`src/rtl/uart_tx_stream.sv`:
```
// Byte+strobe stream sink: small FIFO feeding an 8N1 UART serialiser (LSB first).
// Bytes strobed while the FIFO is full are dropped and flagged with a one-cycle overflow pulse.
module uart_tx_stream #(
  parameter int CLK_HZ     = 50000000,
  parameter int BAUD       = 115200,
  parameter int FIFO_DEPTH = 4
) (
  input  logic       clk,
  input  logic       rst,
  input  logic [7:0] in_byte,
  input  logic       in_stb,
  output logic       tx,
  output logic       busy,
  output logic       fifo_full,
  output logic       overflow
);

  localparam int CLKS_PER_BIT = CLK_HZ / BAUD;
  localparam int BCNT_W       = (CLKS_PER_BIT > 1) ? $clog2(CLKS_PER_BIT) : 1;
  localparam int PTR_W        = (FIFO_DEPTH > 1) ? $clog2(FIFO_DEPTH) : 1;
  localparam int CNT_W        = PTR_W + 1;
  localparam logic [BCNT_W-1:0] BCNT_LAST = BCNT_W'(CLKS_PER_BIT - 1);
  localparam logic [CNT_W-1:0]  CNT_FULL  = CNT_W'(FIFO_DEPTH);

  typedef enum logic [1:0] {
    IDLE  = 2'd0,
    START = 2'd1,
    DATA  = 2'd2,
    STOP  = 2'd3
  } state_t;

  state_t              state_q, state_d;
  logic [BCNT_W-1:0]   bcnt_q, bcnt_d;
  logic [2:0]          bit_idx_q, bit_idx_d;
  logic [7:0]          shift_q, shift_d;
  logic [7:0]          mem_q [FIFO_DEPTH];
  logic [7:0]          mem_d [FIFO_DEPTH];
  logic [PTR_W-1:0]    wr_ptr_q, wr_ptr_d;
  logic [PTR_W-1:0]    rd_ptr_q, rd_ptr_d;
  logic [CNT_W-1:0]    count_q, count_d;
  logic                tx_q, tx_d;
  logic                busy_q, busy_d;
  logic                full_q, full_d;
  logic                ovf_q, ovf_d;
  logic                push, pop;

  // Next-state logic for FIFO bookkeeping, serialiser FSM and registered outputs
  always_comb begin
    state_d   = state_q;
    bcnt_d    = bcnt_q;
    bit_idx_d = bit_idx_q;
    shift_d   = shift_q;
    mem_d     = mem_q;
    wr_ptr_d  = wr_ptr_q;
    rd_ptr_d  = rd_ptr_q;
    count_d   = count_q;
    tx_d      = tx_q;

    // Full is judged on the start-of-cycle count, so a same-cycle pop never rescues a push
    push  = in_stb && (count_q != CNT_FULL);
    pop   = (state_q == IDLE) && (count_q != {CNT_W{1'b0}});
    ovf_d = in_stb && (count_q == CNT_FULL);

    if (push) begin
      mem_d[wr_ptr_q] = in_byte;
      wr_ptr_d        = wr_ptr_q + PTR_W'(1);
    end
    if (pop) begin
      rd_ptr_d = rd_ptr_q + PTR_W'(1);
    end

    case ({push, pop})
      2'b10:   count_d = count_q + CNT_W'(1);
      2'b01:   count_d = count_q - CNT_W'(1);
      default: count_d = count_q;
    endcase

    case (state_q)
      IDLE: begin
        tx_d      = 1'b1;
        bcnt_d    = {BCNT_W{1'b0}};
        bit_idx_d = 3'd0;
        if (pop) begin
          shift_d = mem_q[rd_ptr_q];
          state_d = START;
          tx_d    = 1'b0;
        end
      end
      START: begin
        if (bcnt_q == BCNT_LAST) begin
          bcnt_d    = {BCNT_W{1'b0}};
          bit_idx_d = 3'd0;
          state_d   = DATA;
          tx_d      = shift_q[0];
        end else begin
          bcnt_d = bcnt_q + BCNT_W'(1);
        end
      end
      DATA: begin
        if (bcnt_q == BCNT_LAST) begin
          bcnt_d  = {BCNT_W{1'b0}};
          shift_d = {1'b0, shift_q[7:1]};
          if (bit_idx_q == 3'd7) begin
            state_d = STOP;
            tx_d    = 1'b1;
          end else begin
            bit_idx_d = bit_idx_q + 3'd1;
            tx_d      = shift_q[1];
          end
        end else begin
          bcnt_d = bcnt_q + BCNT_W'(1);
        end
      end
      STOP: begin
        tx_d = 1'b1;
        if (bcnt_q == BCNT_LAST) begin
          bcnt_d  = {BCNT_W{1'b0}};
          state_d = IDLE;
        end else begin
          bcnt_d = bcnt_q + BCNT_W'(1);
        end
      end
      default: begin
        state_d = IDLE;
        tx_d    = 1'b1;
        bcnt_d  = {BCNT_W{1'b0}};
      end
    endcase

    busy_d = (state_d != IDLE) || (count_d != {CNT_W{1'b0}});
    full_d = (count_d == CNT_FULL);
  end

  // State and output registers; reset aborts any frame and empties the FIFO
  always_ff @(posedge clk or posedge rst) begin
    if (rst) begin
      state_q   <= IDLE;
      bcnt_q    <= {BCNT_W{1'b0}};
      bit_idx_q <= 3'd0;
      shift_q   <= 8'h00;
      for (int i = 0; i < FIFO_DEPTH; i++) begin
        mem_q[i] <= 8'h00;
      end
      wr_ptr_q  <= {PTR_W{1'b0}};
      rd_ptr_q  <= {PTR_W{1'b0}};
      count_q   <= {CNT_W{1'b0}};
      tx_q      <= 1'b1;
      busy_q    <= 1'b0;
      full_q    <= 1'b0;
      ovf_q     <= 1'b0;
    end else begin
      state_q   <= state_d;
      bcnt_q    <= bcnt_d;
      bit_idx_q <= bit_idx_d;
      shift_q   <= shift_d;
      mem_q     <= mem_d;
      wr_ptr_q  <= wr_ptr_d;
      rd_ptr_q  <= rd_ptr_d;
      count_q   <= count_d;
      tx_q      <= tx_d;
      busy_q    <= busy_d;
      full_q    <= full_d;
      ovf_q     <= ovf_d;
    end
  end

  assign tx        = tx_q;
  assign busy      = busy_q;
  assign fifo_full = full_q;
  assign overflow  = ovf_q;

endmodule

```
`config.mk`:
```
export PLATFORM = sky130hd
export DESIGN_NAME = uart_tx_stream
export DESIGN_NICKNAME = d
export VERILOG_FILES = /design/src/rtl/uart_tx_stream.sv
export SDC_FILE = /design/constraint.sdc
export NUM_CORES = 1
export LEC_CHECK = 0
export ABC_AREA = 1
export BUFFER_PORTS_ARGS = -buffer_cell sky130_fd_sc_hd__buf_2
export CAP_MARGIN = 20
export CORE_MARGIN = 8
export CORE_UTILIZATION = 30
export CTS_BUF_LIST = sky130_fd_sc_hd__clkbuf_8 sky130_fd_sc_hd__clkbuf_16
export DETAILED_ROUTE_END_ITERATION = 12
export PLACE_DENSITY = 0.49
export RECOVER_POWER = 100
export SETUP_SLACK_MARGIN = 0.4
export SLEW_MARGIN = 20
export SYNTH_ARGS = -nofsm -noshare
export SYNTH_HDL_FRONTEND = slang
export SYNTH_SLANG_ARGS = --single-unit
```
`constraint.sdc`:
```
create_clock -name clk -period 2.7 [get_ports clk]
set_input_delay 0.27 -clock clk [delete_from_list [all_inputs] [get_ports clk]]
set_output_delay 0.27 -clock clk [all_outputs]
set_load 0.02 [all_outputs]
```
== Yosys cells after proc, flatten, opt, wreduce, memory -nomap -nowiden ==
Index checks and enable logic that the tools add are counted.

* Register bits: 65
* Bits of input ports: 11
* Output and inout bits: 4
* Word-level logic and storage cells: 82

* Add/subtract/negate cells: 6
* Order comparisons: 3
* Equal/unequal tests: 14
* Muxes and demuxes: 27
* Bitwise operators: 2
* Reductions and logical operators: 15

{| class="wikitable"
|+ Operator list
! cell !! count
|-
| two-way mux 8 bit || 5
|-
| bitwise mux 32 bit || 1
|-
| one-hot mux 9 bit (2 select lines) || 1
|-
| binary-select mux 8 bit (select 2 bit) || 1
|-
| demux 8 bit (select 2 bit) || 1
|-
| one-hot mux 8 bit (2 select lines) || 1
|-
| two-way mux 2 bit || 5
|-
| adder 9 x 1 -> 9 bit, second input constant || 1
|-
| equality test 3 bit, second input constant || 3
|-
| equality test 9 bit, second input constant || 1
|-
| two-way mux 3 bit || 3
|-
| two-way mux 9 bit || 1
|-
| one-hot mux 3 bit (3 select lines) || 1
|-
| nonzero test 3 bit || 3
|-
| inequality test 2 bit, second input constant || 4
|-
| one-hot mux 2 bit (4 select lines) || 1
|-
| adder 3 x 1 -> 3 bit, second input constant || 2
|-
| equality test 2 bit, second input constant || 3
|-
| >= comparator 3 bit, second input constant || 2
|-
| inverter 2 -> 3 bit || 2
|-
| one-hot mux 3 bit (2 select lines) || 1
|-
| adder 2 x 1 -> 2 bit, second input constant || 2
|-
| equality test 2 x 1 -> 1 bit, second input constant || 2
|-
| logical AND 1 bit || 4
|-
| other kinds (12) || 16
|}

== Depth between registers and ports, before layout ==
* Depth after elaboration: 6
* Gate-level depth with buffers: 15
* Mapped depth without buffers: 15

== Least setup slack after synthesis ==
No wires, ideal clock.

* Path type: register to register
* From: register state_q[0]
* To: register busy_q (netlist: busy)
* Library setup time: 0.119 ns
* Arrival time: 1.915 ns
* Required time: 2.581 ns
* Path slack: 0.666 ns
* Cell stages (with the launch flop): 14
* Path buffers: 0
* Clock period less this slack: 2.034 ns
* Path through: dfrtp_1 -> inv_2 -> nand2_4 -> inv_2 -> nand2_4 -> inv_1 -> ha_1 -> inv_1 -> fa_1 -> o21ai_0 -> nor2_1 -> nand3_1 -> nor2_1 -> nand2_1

* Word-level cells in the longest chain between the ends: 6
* Elaborated cells between the ends (all ways): 17
* Those cells by class: eq/ne (5); mux (7); reduce/logical (5)

{| class="wikitable"
|+ Ends and longest elaborated chain
! what !! RTL line !! source
|-
| start: declaration || 32 || <nowiki>state_t state_q, state_d;</nowiki>
|-
| start signal: assignment || 152 || <nowiki>state_q <= state_d;</nowiki>
|-
| logical NOT 2 bit * || 61 || <nowiki>pop = (state_q == IDLE) && (count_q != {CNT_W{1'b0}});</nowiki>
|-
| logical AND 1 bit * || 61 ||
|-
| named net pop || 45 || <nowiki>logic push, pop;</nowiki>
|-
| equality test 2 x 1 -> 1 bit / equality test 2 bit (equally long branches) || 72 || <nowiki>case ({push, pop})</nowiki>
|-
| one-hot mux 3 bit (2 select lines) * || 72 ||
|-
| named net count_d[1] || 40 || <nowiki>logic [CNT_W-1:0] count_q, count_d;</nowiki>
|-
| nonzero test 3 bit * || 130 || <nowiki>busy_d = (state_d != IDLE) || (count_d != {CNT_W{1'b0}});</nowiki>
|-
| logical OR 1 bit * || 130 ||
|-
| named net busy_d || 42 || <nowiki>logic busy_q, busy_d;</nowiki>
|-
| end signal: assignment || 161 || <nowiki>busy_q <= busy_d;</nowiki>
|-
| end: declaration || 42 ||
|}

Mark *: on every way through the listed nets, which the timed path passes. The rest lies on a longest branch.
A chain may end at the register's enable or synchronous reset.

== Worst setup path in the final report ==
* From: register state_q[1]
* To: register busy_q (netlist: busy)

The elaborated chain is that of the path after synthesis.

==> impl_metrics.env <==
export IMPL_outcome="completed"
export IMPL_postLayoutCellArea_um2=3588
export IMPL_crit_fanout=6
export IMPL_totalNegativeSetupSlack_ps=0
export IMPL_required_ps=2930
export IMPL_area_delta_synth_final_pct=11.03
export IMPL_timing_fmax_ghz=0.4481
export IMPL_report_final_slew_viol_count=0
export IMPL_clk_insertion_delay_late_ps=350
export IMPL_cts_sinks=65
export IMPL_power_density_cell_area_nw_per_um2=1052
export IMPL_final_layout_size_suffix_gt1_share_pct=11.57
export IMPL_stdcell_count=555
export IMPL_class_of_the_most_critical_hold_timing_path="input pin to register"
export IMPL_timing_critical_path_max_delay_family="adder cells"
export IMPL_final_cell_mix="nand2_1, dfrtp_1, nand3_1, o21ai_0, inv_1"
export IMPL_initial_utilization_pct=30.21
export IMPL_num_rows=38
export IMPL_detail_route_wirelength_mm=6.716
export IMPL_synthesis_nets=408
export IMPL_setup_viol_count_final=0
export IMPL_start_kind="register"
export IMPL_die_area_um2=14350
export IMPL_max_cap_violations=0
export IMPL_grt_usage_pct=10.06
export IMPL_antenna_cells_inserted=0
export IMPL_detail_route_antenna_nets=0
export IMPL_critical_path_capture_point_type="register"
export IMPL_synth_ff_latch_count=65
export IMPL_worst_path_largest_cell_delay_ps=470
export IMPL_num_vias=2464
export IMPL_worstPathBufferInverterCount=4
export IMPL_largest_net_degree_at_the_start_of_global_routing=40
export IMPL_yosysTopAreaCell="dfrtp_1"
export IMPL_path_cells="inv_1, nand2_1, inv_4, nand2_8, inv_4, ha_1, inv_1, fa_1, o21ai_0, nor2_1, nand3_1, nor2_1, nand2_1"
export IMPL_rsz_0062_raised_after_global_routing="false"
export IMPL_routedWlPerCell_um=12.10
export IMPL_final_hold_worst_slack_ps=151.1
export IMPL_die_w_um=119.8
export IMPL_peakVddDrop_mv=0.3641
export IMPL_post_route_drc_count=0
export IMPL_timing_slew_headroom_pct=32.14
export IMPL_leakagePower_nw=1.823
export IMPL_tritoncts="yes"
export IMPL_final_util_pct=33.54
export IMPL_chipHeight_um=119.8
export IMPL_cts_buffers=9
export IMPL_tightest_slew_ps=1017
export IMPL_crit_type="register to register"
export IMPL_fin_crit_ps=2232
export IMPL_commonest_non_fill_non_tap_cell_in_the_layout="nand2_1"
export IMPL_overflow=0
export IMPL_instance_area_at_placement_um2=3441
export IMPL_via_count_of_the_first_global_routing_pass=2470
export IMPL_number_of_vias_per_cell_after_detailed_routing=4.440
export IMPL_placeableCoreArea_um2=10700
export IMPL_layout_worst_path_cycle_share_pct=82.66
export IMPL_gp_routability_congestion=0.7553
export IMPL_dp_cells=534
export IMPL_fin_nets=431
export IMPL_worstPathArrival_ps=2460
export IMPL_post_synth_main_area_contributors="dfrtp_1, nand2_1, nand3_1, inv_1, o21ai_0"
export IMPL_synth_top_cell_area_share_pct=49.55
export IMPL_ioPinCount=15
export IMPL_ctsHtreeMaxLevel=3
export IMPL_ys_warnings_count=0
export IMPL_initialDrtViolationCount=88
export IMPL_final_setup_skew_ps=13.46
export IMPL_place_hpwl_mm=4.542
export IMPL_crit_path_max_delay_cell_type="fa_1"
export IMPL_synthCells=387
export IMPL_antenna_found_initial=0
export IMPL_clk_pin_slew_worst_paths_ps=70
export IMPL_avgSynthCellArea_um2=8.351
export IMPL_max_clock_path_buffers=2
export IMPL_port_buffer_count=14
export IMPL_finalHoldViolations=0
export IMPL_part_of_the_yosys_area_used_for_sequential_elements_pct=50.37
export IMPL_firstDrtPassIters=4
export IMPL_grt_pass1_wl_mm=11.72
export IMPL_n_fill_cell=1167
export IMPL_synth_area_um2=3232
export IMPL_netlist_cell_type_count=30
export IMPL_cts_root_buffer_cell="clkbuf_8"
what timing repair did:
item                                    4_1_cts  5_1_grt
endpoints found under the setup margin        1        2
setup buffers                                 1        4
gates resized for setup                       1        3
hold buffers                                  0        0
pin swaps                                     0        1
worst reg2reg max path, delay by kind of cell, from the launching register on:
| kind | cells | cell delay [ps] |
|---|---|---|
| adder cells (fa/ha/maj) | 2 | 620 |
| flip-flops | 1 | 410 |
| AND/OR/NAND/NOR | 6 | 620 |
| AO/OA/AOI/OAI | 1 | 90 |
| buffers and inverters | 4 | 390 |
routing by layer:
metal  GRT usage, %  part of all wire, %
met4          3.591                  1.5
met3          2.959                  3.0
met5              0                    0
met2          16.84                   47
met1          12.05                   48
report_power, final:
| part | internal [mW] | leakage [nW] | switching (mW) |
|---|---|---|---|
| combinational | 0.483 | 0.905 | 0.840 |
| clock | 0.453 | 0.103 | 0.394 |
| sequential | 1.36 | 0.816 | 0.241 |
| total | 2.30 | 1.82 | 1.47 |
kinds of logic (layout without fill, tap and decap cells):
kind of cell,count (synthesis),count (layout),synth area share (%)
buffers and inverters,54,82,7.511
xor gates and xnor gates,3,3,0.8132
and+or+nand+nor,209,209,29.89
AOI/OAI and AO/OA,46,46,7.317
adders and majority gates,10,10,4.104
DFF,65,65,50.37
state kept, by name (all words and copies together) (netlist names), 2 cells and up:
name       cells
mem_q         32
state_q        2
count_q        3
rd_ptr_q       2
bcnt_q         9
shift_q        8
wr_ptr_q       2
bit_idx_q      3
final timing paths:
kind	startpoint	to	slack, ps	cells past startpoint
worst max-delay path	state_q[1]	busy	470	13
worst min-delay path	in_stb	overflow	150	3
worst max register to register	state_q[1]	busy	470	13
worst min register to register	bit_idx_q[2]	bit_idx_q[2]	480	2
max in group asynchronous	rst	mem_q[4]	1010	3
min in group asynchronous	rst	bcnt_q[0]	170	2
Yosys cell counts:
cell type / number
nand3_1: 41
dfrtp_1: 64
buf_6: 3
fa_1: 1
ha_1: 9
nor3_1: 3
nor2_2: 3
nor2_1: 19
buf_2: 6
o22ai_1: 1
nor2_4: 1
xor2_1: 2
nand2_4: 8
nand4_1: 2
inv_1: 37
nand2_8: 1
inv_4: 2
nand2_2: 3
nand3_2: 1
xnor2_1: 1
o21ai_1: 14
nand2_1: 126
dfstp_2: 1
a21oi_1: 4
inv_2: 5
inv_6: 1
o211ai_1: 1
nor2_8: 1
a21boi_0: 1
o21ai_0: 25
stage by stage:
step	worst slack [ps]	power, mW
6_report	468.1	3.774
5_1_grt	292.9	4.137
4_1_cts	428.8	3.888
3_5_place_dp	382.6	3.011
3_3_place_gp	479.0	2.981
2_1_floorplan	666.3	2.695
final cells by class:
| class | instances | area [um^2] | share of cell area (%) |
|---|---|---|---|
| repair buffers | 21 | 115.1 | 3.208 |
| multi-input cells | 268 | 1289 | 35.91 |
| inverters | 45 | 178.9 | 4.986 |
| flip-flops and latches | 65 | 1628 | 45.36 |
| clock inverters | 6 | 65.06 | 1.813 |
| well taps | 140 | 175.2 | 4.881 |
| clock buffers | 10 | 137.6 | 3.835 |
(Power assumes the default switching activity.)
